`src/rtl/next_pc_unit_pkg.sv`:
```
// Shared definitions for the next-PC stage: run-control state encoding,
// instruction step and default reset PC.
package next_pc_unit_pkg;

    typedef enum logic [1:0] {
        ST_IDLE = 2'b00,
        ST_RUN  = 2'b01,
        ST_HALT = 2'b10
    } state_t;

    localparam int unsigned PC_STEP      = 4;
    localparam logic [31:0] RESET_PC_DEF = 32'h0000_0000;

endpackage

```
`src/rtl/next_pc_unit_pc_target_gen.sv`:
```
// Combinational candidate-PC generator: sequential, branch and aligned jr
// targets, plus the jr misalignment flag. All sums wrap modulo 2^ADDR_W.
module pc_target_gen
    import next_pc_unit_pkg::*;
#(
    parameter int ADDR_W = 32,
    parameter int OFF_W  = 26
) (
    input  logic [ADDR_W-1:0] i_pc,
    input  logic [OFF_W-1:0]  i_br_offset,
    input  logic [ADDR_W-1:0] i_jr_target,
    output logic [ADDR_W-1:0] o_seq_tgt,
    output logic [ADDR_W-1:0] o_br_tgt,
    output logic [ADDR_W-1:0] o_jr_tgt,
    output logic              o_jr_misalign
);

    logic [ADDR_W-1:0] w_off_ext;

    // Word offset: sign-extend to address width, then scale to bytes.
    assign w_off_ext     = {{(ADDR_W-OFF_W){i_br_offset[OFF_W-1]}}, i_br_offset};
    assign o_seq_tgt     = i_pc + ADDR_W'(PC_STEP);
    assign o_br_tgt      = o_seq_tgt + (w_off_ext << 2);
    assign o_jr_tgt      = {i_jr_target[ADDR_W-1:2], 2'b00};
    assign o_jr_misalign = |i_jr_target[1:0];

endmodule

```
`src/rtl/next_pc_unit.sv`:
```
// Program-counter stage with IDLE/RUN/HALT run control and next-PC priority mux.
// Optional BRANCH_STATS_EN adds saturating taken/not-taken branch counters.
module next_pc_unit
    import next_pc_unit_pkg::*;
#(
    parameter int                ADDR_W   = 32,
    parameter int                OFF_W    = 26,
    parameter logic [ADDR_W-1:0] RESET_PC = ADDR_W'(RESET_PC_DEF)
) (
    input  logic              i_clk,
    input  logic              i_rst_n,
    input  logic              i_start,
    input  logic              i_pc_en,
    input  logic              i_halt_req,
    input  logic              i_is_cond_br,
    input  logic              i_br_success,
    input  logic              i_is_uncond_br,
    input  logic              i_is_jr,
    input  logic [OFF_W-1:0]  i_br_offset,
    input  logic [ADDR_W-1:0] i_jr_target,
    output logic [ADDR_W-1:0] o_pc,
    output logic [ADDR_W-1:0] o_link_addr,
    output logic              o_redirect,
    output logic              o_running,
    output logic              o_halted,
`ifdef BRANCH_STATS_EN
    output logic [31:0]       o_br_taken_cnt,
    output logic [31:0]       o_br_not_taken_cnt,
`endif
    output logic              o_misalign_err
);

    state_t            r_state, w_state_nxt;
    logic [ADDR_W-1:0] r_pc, w_pc_nxt;
    logic              r_redirect, w_redirect_nxt;
    logic              r_misalign, w_misalign_nxt;

    logic [ADDR_W-1:0] w_seq_tgt, w_br_tgt, w_jr_tgt;
    logic              w_jr_mis;

    pc_target_gen #(
        .ADDR_W (ADDR_W),
        .OFF_W  (OFF_W)
    ) u_tgt (
        .i_pc          (r_pc),
        .i_br_offset   (i_br_offset),
        .i_jr_target   (i_jr_target),
        .o_seq_tgt     (w_seq_tgt),
        .o_br_tgt      (w_br_tgt),
        .o_jr_tgt      (w_jr_tgt),
        .o_jr_misalign (w_jr_mis)
    );

    always_ff @(posedge i_clk or negedge i_rst_n) begin
        if (!i_rst_n) begin
            r_state    <= ST_IDLE;
            r_pc       <= RESET_PC;
            r_redirect <= 1'b0;
            r_misalign <= 1'b0;
        end else begin
            r_state    <= w_state_nxt;
            r_pc       <= w_pc_nxt;
            r_redirect <= w_redirect_nxt;
            r_misalign <= w_misalign_nxt;
        end
    end

    // Priority: halt > jr > uncond > taken cond > sequential. Stalls hold everything.
    always_comb begin
        w_state_nxt    = r_state;
        w_pc_nxt       = r_pc;
        w_redirect_nxt = r_redirect;
        w_misalign_nxt = r_misalign;
        case (r_state)
            ST_IDLE: begin
                w_pc_nxt = RESET_PC;
                if (i_start) w_state_nxt = ST_RUN;
            end
            ST_RUN: begin
                if (i_pc_en) begin
                    w_redirect_nxt = 1'b1;
                    if (i_halt_req) begin
                        w_state_nxt    = ST_HALT;
                        w_redirect_nxt = 1'b0;
                    end else if (i_is_jr) begin
                        w_pc_nxt = w_jr_tgt;
                        if (w_jr_mis) w_misalign_nxt = 1'b1;
                    end else if (i_is_uncond_br) begin
                        w_pc_nxt = w_br_tgt;
                    end else if (i_is_cond_br && i_br_success) begin
                        w_pc_nxt = w_br_tgt;
                    end else begin
                        w_pc_nxt       = w_seq_tgt;
                        w_redirect_nxt = 1'b0;
                    end
                end
            end
            ST_HALT: ;
            default: w_state_nxt = ST_IDLE;
        endcase
    end

    assign o_pc           = r_pc;
    assign o_link_addr    = w_seq_tgt;
    assign o_redirect     = r_redirect;
    assign o_running      = (r_state == ST_RUN);
    assign o_halted       = (r_state == ST_HALT);
    assign o_misalign_err = r_misalign;

`ifdef BRANCH_STATS_EN
    logic [31:0] r_br_taken_cnt, r_br_not_taken_cnt;
    logic        w_stat_qual;

    assign w_stat_qual = (r_state == ST_RUN) && i_pc_en && i_is_cond_br;

    always_ff @(posedge i_clk or negedge i_rst_n) begin
        if (!i_rst_n) begin
            r_br_taken_cnt     <= '0;
            r_br_not_taken_cnt <= '0;
        end else if (w_stat_qual) begin
            if (i_br_success && (r_br_taken_cnt != '1))
                r_br_taken_cnt <= r_br_taken_cnt + 32'd1;
            if (!i_br_success && (r_br_not_taken_cnt != '1))
                r_br_not_taken_cnt <= r_br_not_taken_cnt + 32'd1;
        end
    end

    assign o_br_taken_cnt     = r_br_taken_cnt;
    assign o_br_not_taken_cnt = r_br_not_taken_cnt;
`endif

endmodule

```
`config.mk`:
```
export PLATFORM = sky130hd
export DESIGN_NAME = next_pc_unit
export DESIGN_NICKNAME = d
export VERILOG_FILES = /design/src/rtl/next_pc_unit_pkg.sv /design/src/rtl/next_pc_unit_pc_target_gen.sv /design/src/rtl/next_pc_unit.sv
export SDC_FILE = /design/constraint.sdc
export NUM_CORES = 1
export LEC_CHECK = 0
export ABC_AREA = 1
export CAP_MARGIN = 20
export CORE_UTILIZATION = 47
export CTS_CLUSTER_SIZE = 10
export DETAILED_ROUTE_END_ITERATION = 10
export PLACE_DENSITY = 0.78
export SLEW_MARGIN = 20
export SYNTH_ARGS = -nofsm -noshare
export SYNTH_HDL_FRONTEND = slang
export SYNTH_SLANG_ARGS = --single-unit
```
`constraint.sdc`:
```
create_clock -name i_clk -period 4.3 [get_ports i_clk]
set_input_delay 0.645 -clock i_clk [delete_from_list [all_inputs] [get_ports i_clk]]
set_output_delay 0.645 -clock i_clk [all_outputs]
set_load 0.03 [all_outputs]
```
==> results by stage <==
Run status:
- The flow ran to the end, and the final reports show no timing, DRC or antenna violations.

Route:
- After detailed routing, the number of remaining DRC violations is 0.
- After detailed routing, the number of vias per cell comes to just over 5.
- The first detailed-routing pass took 5 iterations.
- The post-detailed-route count of antenna-violating nets is 0.
- The routed design has ~17,000 um of wire.
- The routed length per placed instance is about 15 um.
- In this run, the number of DRC markers left after iteration 0 of detailed routing was 417.
- The vias after detailed routing is between 6,000 and 7,000.

Synthesis:
- In the synthesized netlist the async set-or-reset flop fraction comes to 100%.
- nand2_1 is the most common cell in the netlist.
- The count of flip-flops with a built-in enable after synthesis is 0.
- The unique cell type count in the Yosys netlist is 44.
- The number of warning messages in the yosys log is 0.
- The cell area that synthesis handed to floorplanning was 5140 um^2.
- The synthesized area per cell is approximately 5.7 um^2.
- The biggest area contributor in the post-synthesis netlist is nand2_1.
- Ranked by total cell area, the synthesized netlist is headed by nand2_1 23%, dfrtp_1 17%, inv_1 10%.
- The sequential fraction of the synthesis area is between 10% and 20%.
- After synthesis, the largest area contributor takes up between 20% and 30% of total cell area.
- By count the netlist is led by 312 x nand2_1, 140 x inv_1, 92 x nor2_1.
- The flip-flop and latch count after synthesis is 34.
- The synthesized netlist cell count is 901.
- In the synthesized netlist the dominant register cell turns out to be dfrtp_1.

Clocking:
- The number of buffers added for setup after CTS is 0.
- The clock net in this run drives a total of 34 sinks.
- The later pin in the worst-skew pair is clocked with a latency of ~0.29 ns.
- The tree is rooted in a clkbuf_8.
- The number of hold buffers added after cts is 0.
- The maximum number of buffers from clock root to sink is 2.
- Clock tree synthesis inserted a total of 5 buffers.
- The number of gates given a new drive strength after cts is 0.
- The CTS clock-pin slew for the worst setup and hold paths is 0.07 ns.
- The CTS tree is built.
- The H-tree was split into 2 levels.

Timing:
- Based on the critical path, the design can be clocked at up to roughly 0.29 GHz.
- Clock skew on the completed layout was measured at ~0.009 ns.
- For the pin with the worst max-slew slack, the measured transition is ~1.0 ns.
- Setup repair after global routing left no endpoint under its margin.
- The max-slew violation total from the final report came to 0.
- The final critical-path required period is 3.42 ns.
- Adding up every negative setup slack in the final design gives 0 ns.
- Setup violations remaining at the end of the flow were counted as 0.
- The post-route fraction of the period consumed by the critical path is between 70 and 80%.
- The normalized max-slew margin is between 30% and 40%.
- The number of failing hold endpoints at the final stage was 0.

Critical path:
- The worst register-to-register path has a setup slack of approximately 0.93 ns.
- The kind of critical path is flip-flop to primary output.
- The cell that appears most often on the critical path is nand2_1.
- The launching element type of the critical path is a flip-flop.
- On the worst path, the slowest cell contributes a delay of between 0.7 and 0.8 ns.
- Of all nets on the critical path, the largest fanout is 4.
- The critical path goes through ha_1, nand2_1, inv_1, nand2_1, nor2_2, nand2_1, nor2_2, xor2_1, clkdlybuf4s50_1.
- The slowest stage of the critical path is the clkdlybuf4s50_1 cell.
- STA classifies the critical path endpoint as a primary output.
- STA puts the critical path data arrival time at 2.78 ns.
- STA puts the critical path data required time at 3.65 ns.

Placed design:
- The number of port buffers is 130.
- The number of instances in the placed design is approximately 1,200.
- At the end of routability-driven placement, the weighted congestion stood at ~1.
- Once detailed placement completed, the half-perimeter wirelength came to around 14,000 um.

Cells and area:
- From synthesis to final layout, the design area changed by 29.2%.
- The filler cells instantiated in the layout total between 1,000 and 1,500.
- The final net count is between 1,000 and 1,500.
- For this run, the number of standard cells in the final layout without fillers is 1,164.
- 0 antenna diodes ended up in the layout.
- Cells with a size suffix above 1 make up under 10% of the layout.

Pwr:
- The power per unit of standard cell area is ~430 nW/um^2.
- The combinational group share of total power is between 70 and 80%.
- In this run, the clock network consumes under 10% of the power.
- The cell leakage power is around 0.0035 uW.
- The power dissipated by switching net loads is ~1600 uW.
- The peak supply drop is between 400 and 500 uV.
- Cell internal power was estimated by the tool at 1270 uW.
- Per report_power, the sequential group accounts for between 15 and 20% of the total.
- Net switching is a little under three fifths of the power.

Floorplan:
- The core area is between 10,000 and 15,000 um^2.
- The die footprint is around 11,000 um^2.
- From left edge to right edge, the die measures approximately 110 um.
- The initialized floorplan defines 37 standard-cell rows.
- In this run the vertical extent of the chip is about 110 um.
- The number of placed I/O pins is about 140.
- The initial core utilization is between 40% and 50%.

Global route:
- The number of global-route vias before repair is roughly 5,500.
- The number of antenna violations at the first check in global routing came to 0.
- The global routing usage summed across all routing layers is a little under a third.
- After global routing the overflow that remains totals 0.
- The first global-routing pass estimated between 20,000 and 30,000 um of wire.
- The largest net degree at the start of global routing is 38.

Run:
- The number of maximum-capacitance violations is 0.

Hold path:
- The tightest min-delay check is of the flip-flop to flip-flop type.
-- power groups by stage --
stage | Clock, uW | Sequential (uW) | Combinational (uW)
final | 229 | 553 | 2070
after global routing | 248 | 567 | 2250
after CTS | 234 | 550 | 2050
after detailed placement | 0 | 553 | 2040
after global placement | 0 | 555 | 2030
after floorplan | 0 | 685 | 1160
-- cells in the final DEF (no fill, tap or decap), types with 7 or more instances in the layout --
| master | n |
|---|---|
| clkdlybuf4s50_1 | 130 |
| nor2_1 | 91 |
| a21oi_1 | 37 |
| nand4_1 | 9 |
| o211ai_1 | 8 |
| o21ai_1 | 7 |
| o21bai_1 | 8 |
| ha_1 | 36 |
| inv_1 | 140 |
| xor2_1 | 15 |
| nand3_1 | 75 |
| nand2_2 | 13 |
| dfrtp_1 | 34 |
| o21ai_0 | 25 |
| nand2_1 | 312 |
| nor2_4 | 9 |
| nor2_2 | 10 |
-- final timing paths --
check	startpoint	endpoint	depth (start not counted)
min in group asynchronous	i_rst_n	o_misalign_err	2
worst min register to register	o_misalign_err	o_misalign_err	1
worst min-delay path	o_misalign_err	o_misalign_err	1
max in group asynchronous	i_rst_n	o_pc[23]	2
worst max-delay path	o_pc[2]	o_link_addr[10]	9
worst max register to register	o_pc[2]	o_pc[21]	18
-- registers in the layout, indices dropped and copies added (netlist names) --
signal	cells
o_pc	30
r_state	2
o_misalign_err	1
o_redirect	1
-- layer usage --
layer	share of wire, %	global-route usage, %
met5	0	0
met4	3.5	10.5
met3	8.3	4.78
met2	42	47.3
met1	46	42.9
-- cell type report --
cell class	instances	area [um^2]	area share (%)
clock inverters	1	7.51	0.113
flip-flops and latches	34	851	12.8
inverters	145	544	8.20
well taps	136	170	2.56
multi-input cells	708	3660	55.2
repair buffers	134	1330	20.0
clock buffers	6	72.6	1.09
-- worst max-delay path, delay by kind of cell, from the launching register on --
kind / cells / cell delay [ns]
adder cells (fa/ha/maj): 1 / 0.21
flip-flops: 1 / 0.41
XOR/XNOR: 1 / 0.36
AND/OR/NAND/NOR: 5 / 0.66
buffers and inverters: 2 / 0.84
-- per-stage QoR --
| step | hold WS, ns | total power, uW | cell area [um^2] | util (%) | setup slack, ns |
|---|---|---|---|---|---|
| floorplan | 0.349 | 1840 | 5150 | - | 1.03 |
| global placement | 0.466 | 2590 | 6560 | 62.7 | 1.03 |
| detailed placement | 0.471 | 2590 | 6560 | 62.7 | 1.00 |
| CTS | 0.488 | 2830 | 6640 | 63.5 | 0.861 |
| global route | 0.546 | 3070 | 6640 | 63.5 | 0.647 |
| finish | 0.478 | 2850 | 6640 | 63.5 | 0.875 |
-- logic make-up (layout without fill, tap and decap cells) --
| family | Yosys count | after routing | share of synthesized area, % |
|---|---|---|---|
| compound gates | 104 | 104 | 12.0 |
| xor+xnor | 19 | 19 | 3.53 |
| fa+ha+maj | 37 | 37 | 9.16 |
| buf+inv | 162 | 286 | 12.4 |
| flops | 34 | 34 | 16.6 |
| other cells | 1 | 4 | 0.0730 |
| simple gates | 544 | 544 | 46.3 |
Note: power is estimated with default switching activity, not from simulation.
